[src/rtl/laserdrop_ftdi_pkg.sv]
// Shared types and constants for the FTDI 245-style FIFO responder.
//   byte_t          : one bus byte
//   rd_state_t      : read-strobe handshake states
//   wr_state_t      : write-strobe handshake states
//   FTDI_IDLE_LEVEL : inactive level of the active-low rd/wr strobes
//   DEFAULT_DEPTH   : default entries per byte FIFO
package laserdrop_ftdi_pkg;

    typedef logic [7:0] byte_t;

    typedef enum logic [2:0] {
        RD_IDLE,
        RD_WAIT,
        RD_DRIVE,
        RD_RECOV,
        RD_IGNORE
    } rd_state_t;

    typedef enum logic [1:0] {
        WR_IDLE,
        WR_ACTIVE,
        WR_RECOV,
        WR_IGNORE
    } wr_state_t;

    localparam logic FTDI_IDLE_LEVEL = 1'b1;
    localparam int   DEFAULT_DEPTH   = 16;

endpackage

[src/rtl/ftdi_byte_fifo.sv]
// Byte FIFO with wrap-bit pointers (log2(DEPTH)+1 bits each).
// Ports:
//   clk_i, rst_i      : clock, async active-high reset (flushes pointers)
//   push_i/push_data_i: write a byte at the tail
//   pop_i             : drop the head byte
//   head_o            : current head byte (0 while empty)
//   empty_o, full_o   : pointer-compare status
// A push while full is accepted only together with a pop, which makes it a
// pass-through replacement of the head.
module ftdi_byte_fifo
    import laserdrop_ftdi_pkg::*;
#(
    parameter int DEPTH = DEFAULT_DEPTH
) (
    input  logic       clk_i,
    input  logic       rst_i,
    input  logic       push_i,
    input  logic [7:0] push_data_i,
    input  logic       pop_i,
    output logic [7:0] head_o,
    output logic       empty_o,
    output logic       full_o
);

    localparam int AW = $clog2(DEPTH);

    logic [AW:0] wr_ptr_q;
    logic [AW:0] rd_ptr_q;
    byte_t       mem_q [DEPTH];
    logic        do_push;
    logic        do_pop;

    assign empty_o = (wr_ptr_q == rd_ptr_q);
    assign full_o  = (wr_ptr_q[AW] != rd_ptr_q[AW]) &&
                     (wr_ptr_q[AW-1:0] == rd_ptr_q[AW-1:0]);
    assign do_pop  = pop_i && !empty_o;
    assign do_push = push_i && (!full_o || do_pop);
    assign head_o  = empty_o ? 8'h00 : mem_q[rd_ptr_q[AW-1:0]];

    always_ff @(posedge clk_i or posedge rst_i) begin
        if (rst_i) begin
            wr_ptr_q <= '0;
            rd_ptr_q <= '0;
        end else begin
            if (do_push) wr_ptr_q <= wr_ptr_q + 1'b1;
            if (do_pop)  rd_ptr_q <= rd_ptr_q + 1'b1;
        end
    end

    // Storage needs no reset: empty_o masks stale contents.
    always_ff @(posedge clk_i) begin
        if (do_push) mem_q[wr_ptr_q[AW-1:0]] <= push_data_i;
    end

endmodule

[src/rtl/ftdi_fifo_responder.sv]
// FTDI-side emulation of the async 245 FIFO bus for running the LaserDrop
// core without an FTDI chip. Holds an rx FIFO (host -> core, drained by
// ftdi_rd) and a tx FIFO (core -> host, filled by ftdi_wr), and models read
// latency, post-strobe recovery and the rxf/txe flags.
// Ports:
//   clk_i, rst_i                 : clock, async active-high reset
//   ftdi_rd_i, ftdi_wr_i         : active-low strobes from the core
//   rxf_o, txe_o                 : active-low "readable" / "writable" flags
//   adbus_in_i                   : bus value from the core during writes
//   adbus_out_o, adbus_oe_o      : read data and its drive enable
//   host_wr_*                    : valid/ready push into the rx FIFO
//   host_rd_*                    : valid/ready pop of the tx FIFO head
//   err_rd_empty_o, err_wr_full_o: sticky protocol-error flags
// Build option: define FTDI_SYNC_INPUTS_EN to pass both strobes through
// 2-flop synchronizers (adds 2 cycles of strobe latency).
module ftdi_fifo_responder
    import laserdrop_ftdi_pkg::*;
#(
    parameter int DEPTH  = DEFAULT_DEPTH,
    parameter int RD_LAT = 2,
    parameter int RECOV  = 3
) (
    input  logic       clk_i,
    input  logic       rst_i,
    input  logic       ftdi_rd_i,
    input  logic       ftdi_wr_i,
    output logic       rxf_o,
    output logic       txe_o,
    input  logic [7:0] adbus_in_i,
    output logic [7:0] adbus_out_o,
    output logic       adbus_oe_o,
    input  logic [7:0] host_wr_data_i,
    input  logic       host_wr_valid_i,
    output logic       host_wr_ready_o,
    output logic [7:0] host_rd_data_o,
    output logic       host_rd_valid_o,
    input  logic       host_rd_ready_i,
    output logic       err_rd_empty_o,
    output logic       err_wr_full_o
);

    localparam logic [7:0] RD_LAT_C = 8'(RD_LAT);
    localparam logic [7:0] RECOV_C  = 8'(RECOV);

    rd_state_t  rd_state_q;
    wr_state_t  wr_state_q;
    logic [7:0] rd_cnt_q;
    logic [7:0] wr_cnt_q;
    byte_t      wr_data_q;
    byte_t      adbus_out_q;
    logic       adbus_oe_q;
    logic       err_rd_empty_q;
    logic       err_wr_full_q;
    logic       init_q;   // low until the first edge after reset: holds flags inactive

    logic       rd_s, wr_s, rd_low, wr_low;
    logic       rx_empty, rx_full, tx_empty, tx_full;
    logic       rx_push, rx_pop, tx_push, tx_pop;
    byte_t      rx_head;

`ifdef FTDI_SYNC_INPUTS_EN
    logic [1:0] rd_sync_q;
    logic [1:0] wr_sync_q;

    always_ff @(posedge clk_i or posedge rst_i) begin
        if (rst_i) begin
            rd_sync_q <= {2{FTDI_IDLE_LEVEL}};
            wr_sync_q <= {2{FTDI_IDLE_LEVEL}};
        end else begin
            rd_sync_q <= {rd_sync_q[0], ftdi_rd_i};
            wr_sync_q <= {wr_sync_q[0], ftdi_wr_i};
        end
    end

    assign rd_s = rd_sync_q[1];
    assign wr_s = wr_sync_q[1];
`else
    assign rd_s = ftdi_rd_i;
    assign wr_s = ftdi_wr_i;
`endif

    assign rd_low = (rd_s != FTDI_IDLE_LEVEL);
    assign wr_low = (wr_s != FTDI_IDLE_LEVEL);

    assign rxf_o = !init_q || (rd_state_q == RD_RECOV) || rx_empty;
    assign txe_o = !init_q || (wr_state_q == WR_RECOV) || tx_full;

    assign host_wr_ready_o = init_q && !rx_full;
    assign host_rd_valid_o = !tx_empty;
    assign rx_push = host_wr_valid_i && host_wr_ready_o;
    assign tx_pop  = host_rd_ready_i && host_rd_valid_o;
    // A release during either RD_WAIT or RD_DRIVE consumes the byte.
    assign rx_pop  = !rd_low && ((rd_state_q == RD_WAIT) || (rd_state_q == RD_DRIVE));
    assign tx_push = !wr_low && (wr_state_q == WR_ACTIVE);

    assign adbus_out_o    = adbus_out_q;
    assign adbus_oe_o     = adbus_oe_q;
    assign err_rd_empty_o = err_rd_empty_q;
    assign err_wr_full_o  = err_wr_full_q;

    ftdi_byte_fifo #(.DEPTH(DEPTH)) u_rx_fifo (
        .clk_i       (clk_i),
        .rst_i       (rst_i),
        .push_i      (rx_push),
        .push_data_i (host_wr_data_i),
        .pop_i       (rx_pop),
        .head_o      (rx_head),
        .empty_o     (rx_empty),
        .full_o      (rx_full)
    );

    ftdi_byte_fifo #(.DEPTH(DEPTH)) u_tx_fifo (
        .clk_i       (clk_i),
        .rst_i       (rst_i),
        .push_i      (tx_push),
        .push_data_i (wr_data_q),
        .pop_i       (tx_pop),
        .head_o      (host_rd_data_o),
        .empty_o     (tx_empty),
        .full_o      (tx_full)
    );

    always_ff @(posedge clk_i or posedge rst_i) begin
        if (rst_i) begin
            init_q         <= 1'b0;
            rd_state_q     <= RD_IDLE;
            rd_cnt_q       <= '0;
            adbus_oe_q     <= 1'b0;
            adbus_out_q    <= '0;
            err_rd_empty_q <= 1'b0;
            wr_state_q     <= WR_IDLE;
            wr_cnt_q       <= '0;
            wr_data_q      <= '0;
            err_wr_full_q  <= 1'b0;
        end else begin
            init_q    <= 1'b1;
            // Sampled every cycle; on the release edge this still holds the
            // bus value from the previous (last low) cycle, which is pushed.
            wr_data_q <= adbus_in_i;

            case (rd_state_q)
                RD_IDLE: begin
                    if (rd_low) begin
                        if (!rxf_o) begin
                            rd_state_q <= RD_WAIT;
                            rd_cnt_q   <= 8'd1;
                        end else begin
                            err_rd_empty_q <= 1'b1;
                            rd_state_q     <= RD_IGNORE;
                        end
                    end
                end
                RD_WAIT: begin
                    if (!rd_low) begin
                        rd_state_q <= RD_RECOV;
                        rd_cnt_q   <= 8'd1;
                    end else if (rd_cnt_q == RD_LAT_C) begin
                        rd_state_q  <= RD_DRIVE;
                        adbus_oe_q  <= 1'b1;
                        adbus_out_q <= rx_head;
                    end else begin
                        rd_cnt_q <= rd_cnt_q + 8'd1;
                    end
                end
                RD_DRIVE: begin
                    if (!rd_low) begin
                        adbus_oe_q <= 1'b0;
                        rd_state_q <= RD_RECOV;
                        rd_cnt_q   <= 8'd1;
                    end
                end
                RD_RECOV: begin
                    if (rd_cnt_q == RECOV_C) rd_state_q <= RD_IDLE;
                    else                     rd_cnt_q   <= rd_cnt_q + 8'd1;
                end
                RD_IGNORE: begin
                    if (!rd_low) rd_state_q <= RD_IDLE;
                end
                default: rd_state_q <= RD_IDLE;
            endcase

            case (wr_state_q)
                WR_IDLE: begin
                    if (wr_low) begin
                        // A write starting together with a read loses.
                        if (txe_o || (rd_state_q == RD_IDLE && rd_low)) begin
                            err_wr_full_q <= 1'b1;
                            wr_state_q    <= WR_IGNORE;
                        end else begin
                            wr_state_q <= WR_ACTIVE;
                        end
                    end
                end
                WR_ACTIVE: begin
                    if (!wr_low) begin
                        wr_state_q <= WR_RECOV;
                        wr_cnt_q   <= 8'd1;
                    end
                end
                WR_RECOV: begin
                    if (wr_cnt_q == RECOV_C) wr_state_q <= WR_IDLE;
                    else                     wr_cnt_q   <= wr_cnt_q + 8'd1;
                end
                WR_IGNORE: begin
                    if (!wr_low) wr_state_q <= WR_IDLE;
                end
            endcase
        end
    end

endmodule

[config.mk]
export PLATFORM = sky130hd
export DESIGN_NAME = ftdi_fifo_responder
export DESIGN_NICKNAME = d
export VERILOG_FILES = /design/src/rtl/laserdrop_ftdi_pkg.sv /design/src/rtl/ftdi_byte_fifo.sv /design/src/rtl/ftdi_fifo_responder.sv
export SDC_FILE = /design/constraint.sdc
export NUM_CORES = 1
export LEC_CHECK = 0
export ABC_CLOCK_PERIOD_IN_PS = 3400
export CAP_MARGIN = 20
export CORE_ASPECT_RATIO = 1.25
export CORE_MARGIN = 1.5
export CORE_UTILIZATION = 61
export DETAILED_ROUTE_END_ITERATION = 10
export HOLD_SLACK_MARGIN = 0.15
export PLACE_DENSITY = 0.79
export SYNTH_ARGS = -nofsm -noshare
export SYNTH_HDL_FRONTEND = slang
export SYNTH_HIERARCHICAL = 1
export SYNTH_SLANG_ARGS = --single-unit
[constraint.sdc]
create_clock -name clk_i -period 3.4 [get_ports clk_i]
set_input_delay 0.34 -clock clk_i [delete_from_list [all_inputs] [get_ports clk_i]]
set_output_delay 0.34 -clock clk_i [all_outputs]
set_load 0.1 [all_outputs]
Word-level counts from Yosys, hierarchy flattened
Memory sizes are Yosys's and may differ from the RTL's.
Cells that the tools add are included.
Storage, ports and cells
  logic and storage cells: 127
  input port bits: 22
  bits in writable memories: 256
  bits in registers: 61
  output and inout port bits: 23
  memories: 2
Memories
  u_rx_fifo.mem_q: words 16, width 8, rd ports 1, clocked after Yosys merged registers in 0, write ports 1, RTL line ftdi_byte_fifo.sv:29  | byte_t mem_q [DEPTH];
  u_tx_fifo.mem_q: words 16, width 8, rd ports 1, clocked after Yosys merged registers in 0, write ports 1, RTL line ftdi_byte_fifo.sv:29
Operators by class
  equality and inequality tests: 31
  bitwise operators: 2
  reductions and logical operators: 38
  $add $sub $neg: 6
  multiplexer cells: 34
Operators by type and width (number)
  $mux W8: 10
  $pmux W8 S4: 1
  $eq A8 B2 Y1 const B: 3
  $mux W3: 7
  $add A5 B1 Y5 const B: 4
  $ne A2 B2 Y1 const B: 10
  $add A8 B1 Y8 const B: 2
  $pmux W8 S2: 1
  $pmux W3 S5: 1
  $logic_and A1 B1 Y1: 12
  $reduce_and A3 Y1: 4
  $eq A5 B5 Y1: 2
  $mux W2: 5
  $eq A4 B4 Y1: 2
  $logic_or A1 B1 Y1: 8
  $pmux W2 S4: 1
  $reduce_and A4 Y1: 2
  $mux W1: 7
  $eq A3 B2 Y1 const B: 2
  $ne A2 B1 Y1 const B: 3
  $reduce_and A6 Y1: 1
  $logic_not A1 Y1: 5
  $reduce_and A5 Y1: 1
  $eq A2 B2 Y1 const B: 2
  other kinds (12): 15

Depth between registers and ports, before layout
  depth in word-level cells: 8
  gate-level depth with buffers: 10
  mapped depth without buffers: 8

Hierarchy
Netlist, hierarchy kept.
Modules (own cells, without submodules)
  ftdi_byte_fifo: cells each 270, times used 2, seq. area each 4093.9 um2, area an instance 5562.8 um2
  ftdi_fifo_responder: cells each 163, times used 1, seq. area each 1026.0 um2, area an instance 1873.0 um2

Least setup slack after synthesis
Ideal clock, no wire load.
  path type: reg2reg
  from: register u_rx_fifo.rd_ptr_q[0]
  to: memory u_rx_fifo/mem_q[3][0] (netlist name), enable pin
  required time: 3.017 ns
  stages on the path, launching flop included: 9
  setup time: 0.383 ns
  slack: -0.301 ns
  data arrival time: 3.317 ns
  buffers on the path: 1
  clock period less this slack: 3.701 ns
  path through: dfrtp_1 -> buf_6 -> xnor2_2 -> nand4_2 -> nor2_1 -> nor2b_1 -> and2_1 -> o311ai_4 -> nor3_1
Between the ends
  cells in the longest elaborated chain, start to end: 8
  elaborated cells on any way between the ends: 12
  classes of those cells: eq/ne: 2; mux: 2; reduce/logical: 8
RTL lines
  start, declared: RTL line ftdi_byte_fifo.sv:28  | logic [AW:0] rd_ptr_q;
  start signal, assigned: RTL line ftdi_byte_fifo.sv:46  | if (do_pop) rd_ptr_q <= rd_ptr_q + 1'b1;
  $eq A4 B4 Y1: RTL line ftdi_byte_fifo.sv:35  | (wr_ptr_q[AW-1:0] == rd_ptr_q[AW-1:0]);
  $logic_and A1 B1 Y1: RTL line ftdi_byte_fifo.sv:34  | assign full_o = (wr_ptr_q[AW] != rd_ptr_q[AW]) &&
  net rx_full: RTL line ftdi_fifo_responder.sv:57  | logic rx_empty, rx_full, tx_empty, tx_full;
  $logic_not A1 Y1: RTL line ftdi_fifo_responder.sv:88  | assign host_wr_ready_o = init_q && !rx_full;
  $logic_and A1 B1 Y1: RTL line ftdi_fifo_responder.sv:88
  net host_wr_ready_o: RTL line ftdi_fifo_responder.sv:34  | output logic host_wr_ready_o,
  $logic_and A1 B1 Y1: RTL line ftdi_fifo_responder.sv:90  | assign rx_push = host_wr_valid_i && host_wr_ready_o;
  net rx_push: RTL line ftdi_fifo_responder.sv:58  | logic rx_push, rx_pop, tx_push, tx_pop;
  $logic_and A1 B1 Y1: RTL line ftdi_byte_fifo.sv:37  | assign do_push = push_i && (!full_o || do_pop);
  $mux W1: RTL line ftdi_byte_fifo.sv:52  | if (do_push) mem_q[wr_ptr_q[AW-1:0]] <= push_data_i;
  $mux W1 (not written as such): RTL line ftdi_byte_fifo.sv:52
  end, declared: RTL line ftdi_byte_fifo.sv:29
The timed path passes the listed nets, and every way through them passes these cells.

Worst setup path after layout
  from: register u_tx_fifo.rd_ptr_q[0]
  to: output host_rd_data_o[7]
Between the ends
  cells in the longest elaborated chain, start to end: 2
  elaborated cells on any way between the ends: 3
  classes of those cells: eq/ne: 1; mux: 1; memory: 1
RTL lines
  start, declared: RTL line ftdi_byte_fifo.sv:28
  start signal, assigned: RTL line ftdi_byte_fifo.sv:46
  $mem_v2 Z16 W8 / $eq A5 B5 Y1 (equally long branches)
  $mux W8 *: RTL line ftdi_byte_fifo.sv:38  | assign head_o = empty_o ? 8'h00 : mem_q[rd_ptr_q[AW-1:0]];
  end, declared: RTL line ftdi_fifo_responder.sv:35  | output logic [7:0] host_rd_data_o,
Every way passes the cells marked *; elsewhere a longest branch is shown, timed or not.

==> impl_metrics.py <==
metrics = {
    "yosys": {
        "synthArstFlopShare": 0.1924,
        "synth_area_um2": 13000,
        "seq_area_frac_synth": 0.7088,
        "syn_avg_cell_area_um2": 18.49,
        "synth_common_cells": "edfxtp_1, mux4_2, dfrtp_1, a22oi_1, a21oi_1",
        "synth.most_common_cell": "edfxtp_1",
        "ys_top_cells_by_area": "edfxtp_1, dfrtp_1, mux4_2, a22oi_1, ha_1",
        "syn_nets": 739,
        "synthFlopType": "edfxtp_1",
        "synth.largest_area_cell": "edfxtp_1",
        "synth_seq_cells": 317,
        "synth_cell_type_count": 59,
        "yosysTopAreaCellShare": 0.5914,
        "ys_warn_count": 6,
        "syn_inst": 703,
        "synth-edff-count": 256,
    },
    "die": {
        "initial_core_util": 0.6222,
        "core.rowCount": 59,
        "io_pins": 45,
        "die_x_um": 133.6,
        "core_um2": 20890,
        "die_y_um": 166.2,
        "die_area_um2": 22200,
    },
    "grt": {
        "grt_overflow": 0,
        "grt_pass1_vias": 7190,
        "grt_first_pass_wirelength_mm": 41.63,
        "grt_max_degree": 42,
        "grt_util_all_layers": 0.2508,
        "antenna_found_initial": 0,
    },
    "cts": {
        "cts-root-buf": "clkbuf_16",
        "cts_tree": "yes",
        "htree_levels": 1,
        "post-cts-setup-buffers": 0,
        "path_clk_slew_ns": 0.06,
        "cts.sinks": 317,
        "cts_hold_buf": 0,
        "clock_path_buffers": 3,
        "numCtsBuffers": 30,
        "ctsResizeCount": 0,
        "insertion_delay_ns": 0.54,
    },
    "sta": {
        "setup_viol": 0,
        "drv_slew": 0,
        "finalSetupTns_ns": 0,
        "slew-limit-headroom": 0.3388,
        "holdWs_ns": 0.2317,
        "min_period_ns": 3.138,
        "fmax_ghz": 0.3187,
        "rsz0062_at_grt": "false",
        "finClkSkew_ns": 0.008680,
        "fin_crit_sh": 0.9229,
        "tightest_slew_ns": 0.9886,
        "hold_viol": 0,
    },
    "cells_and_area": {
        "area_delta_synth_final_pct": 14.45,
        "seqCellArea_um2": 9216,
        "drive_above_1_share": 0.2284,
        "multi_input_area_um2": 3527,
        "layout.nets": 801,
        "fillerInstances": 1215,
        "diodes": 0,
        "final_cells": 1062,
    },
    "placed_design": {
        "place_inst": 1006,
        "port_buffers": 44,
        "hpwlAfterDp_mm": 17.76,
        "place.gp.congestion": 0.8359,
    },
    "critical_path": {
        "r2r_slack_ns": 0.61,
        "required_ns": 3.06,
        "worst-setup-path-type": "reg2out",
        "start_kind": "flop",
        "r2r-start": "u_tx_fifo/wr_ptr_q[3]",
        "cp_max_fo": 35,
        "ff2ff_path_depth": 6,
        "arrival_ns": 2.80,
        "endpoint_kind": "output port",
        "regToRegEndpoint": "u_tx_fifo/mem_q[0][2]",
    },
    "hold_path": {
        "hold_path_depth": 1,
        "hp-start": "adbus_in_i[4]",
        "hold_end": "wr_data_q[4]",
        "hp-class": "in2reg",
    },
    "drt": {
        "drtIter0Drc": 636,
        "vias_per_cell": 6.347,
        "vias": 6740,
        "drtPass1Iterations": 4,
        "wl_mm": 26.96,
        "wl_per_cell_um": 25.38,
        "drc": 0,
        "detail-route-antenna-nets": 0,
    },
    "run": {
        "cap_violations": 0,
    },
    "power_and_ir_drop": {
        "p_per_area_nw_per_um2": 914.5,
        "ir_drop_uv": 1268,
        "leakagePower_uw": 0.005233,
    },
    "status": {
        "outcome": "completed",
    },
}
-- worst max path at each step --
stage                                startpoint                      to  slack [ns]
final                     u_tx_fifo/rd_ptr_q[0]       host_rd_data_o[7]        0.26
after floorplan           u_rx_fifo/rd_ptr_q[0]   u_rx_fifo/mem_q[3][0]        0.27
after detailed placement  u_tx_fifo/wr_ptr_q[2]   u_tx_fifo/mem_q[1][4]        0.67
after global routing      u_tx_fifo/rd_ptr_q[0]       host_rd_data_o[3]        0.09
after global placement                ftdi_rd_i  u_rx_fifo/mem_q[10][7]        0.75
after CTS                 u_tx_fifo/rd_ptr_q[0]       host_rd_data_o[3]        0.22
-- metrics by stage --
stage	instance area, um2	utilization	worst slack (ns)	total power (uW)
CTS	14860	0.7111	0.2217	13660
finish	14880	0.7121	0.2621	13610
floorplan	13000	-	0.2702	8738
global placement	13820	0.6614	0.7516	10060
global route	14880	0.7121	0.09059	14100
detailed placement	13820	0.6614	0.6746	10210
-- critical path: stages, from the launching register on --
cell     delay, ns
dfrtp_2       0.39
buf_4         0.53
mux4_2        0.60
a22oi_1       0.30
a21oi_1       0.18
buf_12        0.20
-- flip-flops by register name, indices dropped and copies added (netlist names) --
| signal | cells |
|---|---|
| rd_cnt_q | 8 |
| wr_cnt_q | 8 |
| u_tx_fifo/rd_ptr_q | 5 |
| wr_data_q | 8 |
| rd_state_q | 3 |
| init_q | 1 |
| adbus_oe_o | 1 |
| u_rx_fifo/rd_ptr_q | 5 |
| u_rx_fifo/mem_q | 128 |
| wr_state_q | 2 |
| u_tx_fifo/mem_q | 128 |
| err_rd_empty_o | 1 |
| err_wr_full_o | 1 |
| adbus_out_o | 8 |
| u_rx_fifo/wr_ptr_q | 5 |
| u_tx_fifo/wr_ptr_q | 5 |
-- logic make-up after synthesis --
group / count (synthesis) / synth area share
AOI/OAI and AO/OA: 88 / 0.04851
xor gates and xnor gates: 30 / 0.02599
adders and majority gates: 14 / 0.01348
buffers and inverters: 46 / 0.02002
DFF: 317 / 0.7088
muxes: 76 / 0.1212
other: 1 / 0.0002885
and+or+nand+nor: 131 / 0.06170
-- power by group --
part	switching, uW	internal (uW)
Combinational	3180	2030
Sequential	400	4560
Clock	1390	2060
-- layout make-up --
type                            count  area share
Clock buffer                       39     0.05685
Clock inverter                     16     0.01295
Inverter                           13    0.003280
Multi-Input combinational cell    340      0.2371
Sequential cell                   317      0.6195
Tap cell                          274     0.02304
Timing Repair Buffer               63     0.04727
-- layout by cell type, fill, tap and decap left out, drive strengths merged, types with 9 or more instances in the layout --
| cell | netlist | layout |
|---|---|---|
| clkdlybuf4s50 | 0 | 32 |
| mux2 | 11 | 11 |
| nor2 | 22 | 22 |
| clkbuf | 1 | 39 |
| buf | 32 | 31 |
| nand2b | 9 | 9 |
| a22oi | 33 | 33 |
| edfxtp | 256 | 256 |
| a21oi | 28 | 28 |
| dfrtp | 61 | 61 |
| xor2 | 12 | 12 |
| nor2b | 21 | 21 |
| nand4 | 11 | 11 |
| xnor2 | 18 | 18 |
| ha | 14 | 14 |
| and3 | 26 | 26 |
| inv | 13 | 14 |
| mux4 | 64 | 64 |
-- per-layer routing --
| metal | up-vias | track usage | share of wire |
|---|---|---|---|
| met4 | 0 | 0.09735 | 0.039 |
| met2 | 249 | 0.4598 | 0.56 |
| met3 | 68 | 0.02747 | 0.045 |
| met1 | 3502 | 0.3048 | 0.36 |
| met5 | - | 0 | 0 |
| li1 | 2921 | - | - |
Note: power is estimated with default switching activity, not from simulation.
